<file path="config.mk">
export PLATFORM = sky130hd
export DESIGN_NAME = rgmii_idelay_tuner
export DESIGN_NICKNAME = d
export VERILOG_FILES = /design/src/rtl/rgmii_pkg.sv /design/src/rtl/rgmii_tap_scorer.sv /design/src/rtl/rgmii_idelay_tuner.sv
export SDC_FILE = /design/constraint.sdc
export NUM_CORES = 1
export LEC_CHECK = 0
export ABC_CLOCK_PERIOD_IN_PS = 4900
export CAP_MARGIN = 20
export CORE_MARGIN = 2
export CORE_UTILIZATION = 55
export DETAILED_ROUTE_END_ITERATION = 8
export DONT_BUFFER_PORTS = 1
export PLACE_DENSITY = 0.7
export SKIP_LAST_GASP = 1
export SYNTH_ARGS = -nofsm -noshare
export SYNTH_HDL_FRONTEND = slang
export SYNTH_SLANG_ARGS = --single-unit
</file>
<file path="constraint.sdc">
create_clock -name clk_int -period 4.9 [get_ports clk_int]
set_input_delay 0.735 -clock clk_int [delete_from_list [all_inputs] [get_ports clk_int]]
set_output_delay 0.735 -clock clk_int [all_outputs]
set_load 0.1 [all_outputs]
</file>
<file path="src/rtl/rgmii_pkg.sv">
// Shared types and helpers for the RGMII receive-path IDELAY tuner.
// The tuner FSM state encoding and the window-centre arithmetic live here.
package rgmii_pkg;

    typedef enum logic [3:0] {
        WAIT_RDY,
        LOAD,
        SETTLE,
        IDLE,
        S_LOAD,
        S_SETTLE,
        S_MEAS,
        S_NEXT,
        S_APPLY
    } tuner_state_e;

    localparam int RGMII_CTL_LANE = 4;

    // Centre of a window; rounds towards the start for even lengths.
    function automatic logic [15:0] tap_center(input logic [15:0] start,
                                               input logic [16:0] len);
        logic [16:0] half;
        half = (len - 17'd1) >> 1;
        return start + half[15:0];
    endfunction

endpackage

</file>
<file path="src/rtl/rgmii_tap_scorer.sv">
// Scores one sweep tap: counts WINDOW frames (or times out) and reports
// pass when every counted frame was error-free.
import rgmii_pkg::*;

module rgmii_tap_scorer #(
    parameter int WINDOW       = 8,
    parameter int MEAS_TIMEOUT = 1048576
) (
    input  logic clk,
    input  logic rst_n,
    input  logic start,
    input  logic frame_done,
    input  logic frame_err,
    output logic done,
    output logic pass
);

    localparam int FC_W = $clog2(WINDOW + 1);
    localparam int TO_W = $clog2(MEAS_TIMEOUT + 1);

    logic            active_q, active_d;
    logic            err_q, err_d;
    logic            done_q, done_d;
    logic            pass_q, pass_d;
    logic [FC_W-1:0] fcnt_q, fcnt_d;
    logic [TO_W-1:0] tcnt_q, tcnt_d;
    logic [FC_W-1:0] fcnt_nx;
    logic [TO_W-1:0] tcnt_nx;
    logic            err_nx;

    always_comb begin
        active_d = active_q;
        err_d    = err_q;
        done_d   = 1'b0;
        pass_d   = pass_q;
        fcnt_d   = fcnt_q;
        tcnt_d   = tcnt_q;
        fcnt_nx  = fcnt_q + FC_W'(frame_done);
        tcnt_nx  = tcnt_q + TO_W'(1);
        err_nx   = err_q | (frame_done & frame_err);
        if (start) begin
            active_d = 1'b1;
            err_d    = 1'b0;
            fcnt_d   = '0;
            tcnt_d   = '0;
        end else if (active_q) begin
            fcnt_d = fcnt_nx;
            tcnt_d = tcnt_nx;
            err_d  = err_nx;
            if (fcnt_nx == FC_W'(WINDOW)) begin
                done_d   = 1'b1;
                pass_d   = !err_nx;
                active_d = 1'b0;
            end else if (tcnt_nx == TO_W'(MEAS_TIMEOUT)) begin
                // Too few frames seen: the tap cannot be trusted.
                done_d   = 1'b1;
                pass_d   = 1'b0;
                active_d = 1'b0;
            end
        end
    end

    always_ff @(posedge clk or negedge rst_n) begin
        if (!rst_n) begin
            active_q <= 1'b0;
            err_q    <= 1'b0;
            done_q   <= 1'b0;
            pass_q   <= 1'b0;
            fcnt_q   <= '0;
            tcnt_q   <= '0;
        end else begin
            active_q <= active_d;
            err_q    <= err_d;
            done_q   <= done_d;
            pass_q   <= pass_d;
            fcnt_q   <= fcnt_d;
            tcnt_q   <= tcnt_d;
        end
    end

    assign done = done_q;
    assign pass = pass_q;

endmodule

</file>
<file path="src/rtl/rgmii_idelay_tuner.sv">
// Runtime IDELAYE2 (VAR_LOAD) tap controller for the RGMII rx lanes with
// manual per-lane writes and an automatic eye sweep that centres the taps.
import rgmii_pkg::*;

module rgmii_idelay_tuner #(
    parameter int LANES         = 5,
    parameter int TAP_W         = 5,
    parameter int DEFAULT_TAP   = 0,
    parameter int SETTLE_CYCLES = 16,
    parameter int WINDOW        = 8,
    parameter int MEAS_TIMEOUT  = 1048576
) (
    input  logic                       clk_int,
    input  logic                       rst_int_n,
    input  logic                       idelayctrl_rdy,
    input  logic                       cfg_valid,
    output logic                       cfg_ready,
    input  logic                       cfg_all,
    input  logic [$clog2(LANES)-1:0]   cfg_lane,
    input  logic [TAP_W-1:0]           cfg_tap,
    input  logic                       sweep_start,
    input  logic                       frame_done,
    input  logic                       frame_err,
    output logic [LANES-1:0]           idelay_ld,
    output logic [LANES*TAP_W-1:0]     idelay_cntvaluein,
    output logic                       busy,
    output logic                       locked,
    output logic                       sweep_fail,
    output logic [TAP_W-1:0]           best_tap,
    output logic [TAP_W:0]             best_len
);

    localparam int LANE_W = $clog2(LANES);
    localparam int RW     = TAP_W + 1;
    localparam int ST_W   = $clog2(SETTLE_CYCLES + 1);
    localparam logic [TAP_W-1:0] TAP_MAX = '1;
    localparam logic [TAP_W-1:0] DEF_TAP = TAP_W'(DEFAULT_TAP);

    tuner_state_e     state_q, state_d;
    logic             rdy_meta_q, rdy_sync_q;
    logic [TAP_W-1:0] cnt_q [LANES];
    logic [TAP_W-1:0] cnt_d [LANES];
    logic [LANES-1:0] ld_mask_q, ld_mask_d;
    logic [LANES-1:0] idelay_ld_q;
    logic [LANES-1:0] lane_sel;
    logic [ST_W-1:0]  settle_cnt_q, settle_cnt_d;
    logic [TAP_W-1:0] tap_q, tap_d;
    logic [RW-1:0]    run_q, run_d;
    logic [TAP_W-1:0] win_start_q, win_start_d;
    logic [RW-1:0]    win_len_q, win_len_d;
    logic [TAP_W-1:0] best_tap_q, best_tap_d;
    logic [RW-1:0]    best_len_q, best_len_d;
    logic             locked_q, locked_d;
    logic             sweep_fail_q, sweep_fail_d;
    logic             settle_last;
    logic             sc_start, sc_done, sc_pass;
    logic [TAP_W-1:0] center_tap;

    // IDELAYCTRL RDY arrives from another domain.
    always_ff @(posedge clk_int or negedge rst_int_n) begin
        if (!rst_int_n) begin
            rdy_meta_q <= 1'b0;
            rdy_sync_q <= 1'b0;
        end else begin
            rdy_meta_q <= idelayctrl_rdy;
            rdy_sync_q <= rdy_meta_q;
        end
    end

    genvar gi;
    generate
        for (gi = 0; gi < LANES; gi++) begin : g_lane
            assign lane_sel[gi] = cfg_all || (cfg_lane == LANE_W'(gi));
            assign idelay_cntvaluein[gi*TAP_W +: TAP_W] = cnt_q[gi];
        end
    endgenerate

    assign settle_last = (settle_cnt_q == ST_W'(SETTLE_CYCLES - 1));
    assign sc_start    = (state_q == S_SETTLE) && settle_last && rdy_sync_q;
    assign cfg_ready   = (state_q == IDLE) && rdy_sync_q && !sweep_start;
    assign center_tap  = TAP_W'(tap_center(16'(win_start_q), 17'(win_len_q)));

    rgmii_tap_scorer #(
        .WINDOW       (WINDOW),
        .MEAS_TIMEOUT (MEAS_TIMEOUT)
    ) u_scorer (
        .clk        (clk_int),
        .rst_n      (rst_int_n),
        .start      (sc_start),
        .frame_done (frame_done),
        .frame_err  (frame_err),
        .done       (sc_done),
        .pass       (sc_pass)
    );

    always_comb begin
        state_d      = state_q;
        cnt_d        = cnt_q;
        ld_mask_d    = ld_mask_q;
        settle_cnt_d = '0;
        tap_d        = tap_q;
        run_d        = run_q;
        win_start_d  = win_start_q;
        win_len_d    = win_len_q;
        best_tap_d   = best_tap_q;
        best_len_d   = best_len_q;
        locked_d     = locked_q;
        sweep_fail_d = sweep_fail_q;
        if (state_q != WAIT_RDY && !rdy_sync_q) begin
            // Lost IDELAYCTRL: drop everything but keep taps and results.
            state_d  = WAIT_RDY;
            locked_d = 1'b0;
        end else begin
            case (state_q)
                WAIT_RDY: begin
                    if (rdy_sync_q) begin
                        for (int i = 0; i < LANES; i++) cnt_d[i] = DEF_TAP;
                        ld_mask_d = '1;
                        state_d   = LOAD;
                    end
                end
                LOAD:   state_d = SETTLE;
                SETTLE: begin
                    if (settle_last) begin
                        state_d  = IDLE;
                        locked_d = 1'b1;
                    end else begin
                        settle_cnt_d = settle_cnt_q + ST_W'(1);
                    end
                end
                IDLE: begin
                    if (sweep_start) begin
                        locked_d     = 1'b0;
                        sweep_fail_d = 1'b0;
                        tap_d        = '0;
                        run_d        = '0;
                        win_start_d  = '0;
                        win_len_d    = '0;
                        for (int i = 0; i < LANES; i++) cnt_d[i] = '0;
                        ld_mask_d    = '1;
                        state_d      = S_LOAD;
                    end else if (cfg_valid) begin
                        for (int i = 0; i < LANES; i++)
                            if (lane_sel[i]) cnt_d[i] = cfg_tap;
                        ld_mask_d = lane_sel;
                        state_d   = LOAD;
                    end
                end
                S_LOAD:   state_d = S_SETTLE;
                S_SETTLE: begin
                    if (settle_last) state_d = S_MEAS;
                    else             settle_cnt_d = settle_cnt_q + ST_W'(1);
                end
                S_MEAS: begin
                    if (sc_done) begin
                        run_d   = sc_pass ? run_q + RW'(1) : '0;
                        state_d = S_NEXT;
                    end
                end
                S_NEXT: begin
                    // Strict compare keeps the earliest of equal windows.
                    if (run_q > win_len_q) begin
                        win_len_d   = run_q;
                        win_start_d = TAP_W'({1'b0, tap_q} - run_q + RW'(1));
                    end
                    if (tap_q == TAP_MAX) begin
                        state_d = S_APPLY;
                    end else begin
                        tap_d = tap_q + TAP_W'(1);
                        for (int i = 0; i < LANES; i++) cnt_d[i] = tap_q + TAP_W'(1);
                        state_d = S_LOAD;
                    end
                end
                S_APPLY: begin
                    if (win_len_q != '0) begin
                        best_tap_d = center_tap;
                        best_len_d = win_len_q;
                        for (int i = 0; i < LANES; i++) cnt_d[i] = center_tap;
                    end else begin
                        sweep_fail_d = 1'b1;
                        best_len_d   = '0;
                        for (int i = 0; i < LANES; i++) cnt_d[i] = DEF_TAP;
                    end
                    ld_mask_d = '1;
                    state_d   = LOAD;
                end
                default: state_d = WAIT_RDY;
            endcase
        end
    end

    always_ff @(posedge clk_int or negedge rst_int_n) begin
        if (!rst_int_n) begin
            state_q      <= WAIT_RDY;
            for (int i = 0; i < LANES; i++) cnt_q[i] <= DEF_TAP;
            ld_mask_q    <= '0;
            idelay_ld_q  <= '0;
            settle_cnt_q <= '0;
            tap_q        <= '0;
            run_q        <= '0;
            win_start_q  <= '0;
            win_len_q    <= '0;
            best_tap_q   <= '0;
            best_len_q   <= '0;
            locked_q     <= 1'b0;
            sweep_fail_q <= 1'b0;
        end else begin
            state_q      <= state_d;
            cnt_q        <= cnt_d;
            ld_mask_q    <= ld_mask_d;
            // LD follows the value register by a full cycle.
            idelay_ld_q  <= ((state_q == LOAD || state_q == S_LOAD) && rdy_sync_q)
                            ? ld_mask_q : '0;
            settle_cnt_q <= settle_cnt_d;
            tap_q        <= tap_d;
            run_q        <= run_d;
            win_start_q  <= win_start_d;
            win_len_q    <= win_len_d;
            best_tap_q   <= best_tap_d;
            best_len_q   <= best_len_d;
            locked_q     <= locked_d;
            sweep_fail_q <= sweep_fail_d;
        end
    end

    assign idelay_ld  = idelay_ld_q;
    assign busy       = (state_q != IDLE);
    assign locked     = locked_q;
    assign sweep_fail = sweep_fail_q;
    assign best_tap   = best_tap_q;
    assign best_len   = best_len_q;

endmodule

</file>
# --- After elaboration in Yosys (flattened, before gate mapping) ---
# Index checks and enable logic that the tools add are counted.
totals:
  reg_bits: 110
  inputBits: 16
  output_inout_bits: 45
  word_cells: 179
op_classes:
  addsub: 9
  n_lt_le_gt_ge: 1
  eq_ne: 35
  mux: 62
  bitwise: 4
  reduce_logical: 43
op_table:
  columns: ["operator", "n"]
  rows:
  - ["$mux 25", 5]
  - ["$pmux 25 s4", 1]
  - ["$mux 5", 15]
  - ["$mux 21", 2]
  - ["$mux 4", 10]
  - ["$pmux 4 s9", 1]
  - ["$mux 6", 5]
  - ["$reduce_and 6->1", 5]
  - ["$ne 3x3->1 const B", 8]
  - ["$pmux 6 s2", 2]
  - ["$add 21x1->21 const B", 1]
  - ["$eq 21x21->1 const B", 1]
  - ["$pmux 5 s2", 2]
  - ["$reduce_and 4->1", 5]
  - ["$eq 4x3->1 const B", 4]
  - ["$mux 1", 16]
  - ["$add 5x1->5 const B", 3]
  - ["$pmux 5 s3", 1]
  - ["$ne 2x2->1 const B", 5]
  - ["$reduce_bool 2->1", 5]
  - ["$ne 3x2->1 const B", 3]
  - ["$reduce_and 3->1", 3]
  - ["$eq 4x2->1 const B", 2]
  - ["$eq 4x4->1 const B", 2]
  - ["30 further kinds", 47]

# --- Longest topological paths before layout ---
logic_depth:
  word_depth: 6
  depth_mapped: 11
  depth_no_buf: 11

# --- By module ---
# Synthesis repeated with hierarchy kept, for this count alone.
hier_totals:
  cells_unflattened: 611
  hier_area_um2: 6110.9
modules_own_cells:
  columns: ["mod", "n_inst", "cells_each", "area_each_um2", "seq_area_each_um2"]
  rows:
  - ["rgmii_idelay_tuner", 1, 402, 4255.3, 2026.9]
  - ["rgmii_tap_scorer", 1, 209, 1855.5, 725.7]

# --- Worst setup path before layout ---
# OpenSTA, ideal clock, no wires.
synth_path:
  path_kind: "reg2out"
  start: "reg state_q[2]"
  end: "out cfg_ready"
  arrival_time_ns: 2.723
  t_required_ns: 4.165
  path_slack_ns: 1.442
  path_stages_with_launch: 6
  path_buffers: 1
  path_cell_list: "dfrtp_1 > clkbuf_1 > nor2_1 > nand2_1 > nor2_1 > and2_1"
synth_between:
  elab_chain_len: 3
synth_rtl:
  columns: ["item", "line", "text"]
  rows:
  - ["start: declaration", "rgmii_idelay_tuner.sv:39", "tuner_state_e state_q, state_d;"]
  - ["start signal: assignment", "rgmii_idelay_tuner.sv:208", "state_q <= state_d;"]
  - ["$eq 4x2->1", "rgmii_idelay_tuner.sv:80", "assign cfg_ready = (state_q == IDLE) && rdy_sync_q && !sweep_start;"]
  - ["$logic_and 1x1->1 (2 in a row)", "rgmii_idelay_tuner.sv:80", null]
  - ["end: declaration", "rgmii_idelay_tuner.sv:17", "output logic cfg_ready,"]
# Every way passes these cells.

# --- Worst setup path after layout ---
# Ends and elaborated chain as after synthesis.

==> impl_metrics.py <==
metrics = {
    "status": {
        "run_status": "completed",
    },
    "synth": {
        "syn_nets": 641,
        "ys.flop_type": "dfrtp_1",
        "synthesis.instances": 596,
        "synth-edff-count": 0,
        "synth_top_cells_by_area": "dfrtp_1 (46%), ha_1 (5.6%), mux2_2 (5.4%)",
        "yosysSeqAreaShare_pct": 45.5,
        "yosys_warnings": 0,
        "ys_ff_latch": 110,
        "syn_area_per_cell_um2": 10.1,
        "synth_cell_type_count": 67,
        "synth_top_area_share_pct": 45.5,
        "async_reset_ff_share_pct": 100,
        "synth_area_leader_cell": "dfrtp_1",
        "syn_area_mm2": 0.00605,
    },
    "flow_run": {
        "max_cap_violations": 0,
    },
    "pwr": {
        "sequentialPowerShare_pct": 55.1,
        "net-switching-power_w": 0.00117,
        "peakVddDrop_mv": 0.249,
        "intPower_w": 0.00155,
        "p_leak_nw": 2.85,
        "power_frac_clock_pct": 20.4,
        "p_per_area_mw_per_mm2": 430,
        "combPwrFrac_pct": 24.5,
        "switching_share_pct": 42.9,
    },
    "die": {
        "die_w_um": 109,
        "die-area_mm2": 0.0118,
        "ios": 61,
        "start_util_pct": 56.0,
        "coreArea_mm2": 0.0108,
        "rows": 38,
        "die_h_um": 109,
    },
    "timing": {
        "hold_viol_final": 0,
        "period_share_pct": 67.7,
        "fmax_mhz": 301,
        "skew_ns": 0.0120,
        "finalSetupViolCount": 0,
        "slew_headroom_pct": 35.6,
        "setup_ws_ns": 1.58,
        "period_minus_slack_ns": 3.32,
        "grt_setup_unrepaired": "false",
        "fin_setup_tns_ns": 0,
        "worst_pin_slew_ns": 0.966,
        "slew_violations": 0,
        "hold-worst-slack_ns": 0.0470,
    },
    "critical_path": {
        "crit_chain": "nor2_1 -> nand2_1 -> buf_4 -> nor2_1 -> and2_1 -> buf_4",
        "arrival_ns": 2.58,
        "rr_worst_depth": 11,
        "r2r_slack_ns": 2.05,
        "cpMaxStageDelayCell": "dfrtp_1",
        "start_kind": "flop",
        "crit_type": "flop to output port",
        "crit_start": "state_q[2]$_DFFE_PN0P_",
        "path_max_fanout": 17,
        "cp.required_ns": 4.16,
        "cp-end-kind": "output port",
        "rr_startpoint": "win_len_q[0]$_DFFE_PN0P_",
        "r2r-end": "idelay_cntvaluein[24]$_DFFE_PN0P_",
        "cp_slowest_stage_delay_ns": 0.58,
    },
    "global_route": {
        "gr-usage-all-layers_pct": 22.0,
        "antenna_found_initial": 0,
        "overflow": 0,
        "grt_pass1_wl_um": 20500,
        "grt_pass1_vias": 4134,
        "grt_max_degree": 111,
    },
    "detailed_routing": {
        "ant_nets": 0,
        "drt_iter0_drc": 235,
        "routed_wl_um": 12200,
        "vias": 4219,
        "routedWlPerCell_um": 16.8,
        "vias_per_cell": 5.80,
        "drc": 0,
        "first_pass_iters": 4,
    },
    "cts": {
        "numCtsBuffers": 9,
        "cts_tree": "done",
        "post_cts_resized": 0,
        "ctsHtreeMaxLevel": 3,
        "cts-root-buf": "clkbuf_8",
        "cts_setup_buffers": 0,
        "clock_path_buffers": 2,
        "holdBufCountCts": 0,
        "clk_pin_slew_worst_paths_ns": 0.10,
        "insertion_delay_ns": 0.37,
        "clkSinkCount": 110,
    },
    "finish": {
        "final_cell_mix": "dfrtp_1 (110), nor2_1 (62), nand2_1 (50)",
        "antenna_cells": 0,
        "fin_area_mm2": 0.00631,
        "final_common_cell": "dfrtp_1",
        "nFillCells": 918,
        "syn_to_final_growth_pct": 4.32,
        "multi_input_area_mm2": 0.00306,
        "fin_nets": 627,
        "drive_gt1_share_pct": 10.2,
        "ff_latch_area_mm2": 0.00275,
        "final_cell_count_no_fill": 727,
    },
    "place": {
        "hpwl_um": 8950,
        "dp.cells": 711,
        "gp_congestion": 0.910,
        "place_area_mm2": 0.00611,
        "port_buffers": 0,
        "pre_cts_ws_ns": 2.07,
    },
    "worst_hold_path": {
        "holdCritPathClass": "input pin to asynchronous set/reset pin",
    },
}
==> cell usage after synthesis, drive strengths merged (5+ instances only) <==
cell    number
a21oi       16
a221o        5
and2         9
and3        11
and4         6
buf         14
clkbuf      15
dfrtp      110
ha          27
inv         24
mux2        39
mux2i       12
nand2       50
nand2b       6
nand3       23
nand4       10
nor2        62
nor2b        7
nor3        11
nor3b        5
o21ai       37
o31ai        7
or3          6
xnor2       17
xor2        18
==> power by group through the flow <==
stage / combinational (W) / sequential (W) / clock (W)
floorplan: 0.000546 / 0.00146 / 0
global placement: 0.000651 / 0.00150 / 0
detailed placement: 0.000665 / 0.00151 / 0
CTS: 0.000670 / 0.00149 / 0.000567
global route: 0.000744 / 0.00152 / 0.000607
finish: 0.000666 / 0.00150 / 0.000554
==> stage by stage <==
| step | utilization [%] | power [W] |
|---|---|---|
| 6_report | 58.5 | 0.00272 |
| 5_1_grt | 58.5 | 0.00287 |
| 4_1_cts | 58.5 | 0.00273 |
| 3_5_place_dp | 56.6 | 0.00218 |
| 3_3_place_gp | 56.6 | 0.00215 |
| 2_1_floorplan | - | 0.00201 |
==> area by class of cell <==
type	count	share of cell area, %
multi-input cells	433	48.5
flip-flops and latches	110	43.6
well taps	140	2.78
clock buffers	10	2.02
inverters	24	1.43
clock inverters	6	1.13
repair buffers	4	0.476
==> sequential cells by signal (all words and copies together) (netlist names) <==
name / flops
settle_cnt_q: 5
u_scorer.done: 1
u_scorer.pass: 1
idelay_ld: 5
u_scorer.fcnt_q: 4
u_scorer.active_q: 1
run_q: 6
rdy_sync_q: 1
tap_q: 5
u_scorer.tcnt_q: 21
locked: 1
rdy_meta_q: 1
win_len_q: 6
u_scorer.err_q: 1
ld_mask_q: 5
idelay_cntvaluein: 25
state_q: 4
sweep_fail: 1
win_start_q: 5
best_tap: 5
best_len: 6
==> logic make-up after synthesis <==
| family | count (synthesis) | share of synthesized area [%] |
|---|---|---|
| xor+xnor | 36 | 5.44 |
| flops | 110 | 45.5 |
| mux | 51 | 9.25 |
| fa+ha+maj | 29 | 6.25 |
| compound gates | 99 | 11.0 |
| buf+inv | 53 | 3.99 |
| simple gates | 218 | 18.6 |
==> worst max-delay path: cells and delay by family (launching register included) <==
family                 cells  cell delay [ns]
buffers and inverters      2             0.54
AND/OR/NAND/NOR            4             1.07
flip-flops                 1             0.58
==> worst max-delay path by stage <==
stage                                        endpoint  slack [ns]  cells after the start
floorplan                                   cfg_ready        1.44                      5
global placement                            cfg_ready        2.16                      6
detailed placement  idelay_cntvaluein[24]$_DFFE_PN0P_        2.07                     11
CTS                                         cfg_ready        1.64                      6
global route                                cfg_ready        1.44                      6
finish                                      cfg_ready        1.58                      6
==> per-layer routing <==
metal	track usage (%)	part of all wire, %
met2	34.0	46
met1	30.8	46
met3	4.24	5.9
met5	0	0
met4	8.15	1.5
No activity file was read; power rests on OpenSTA's default activity.
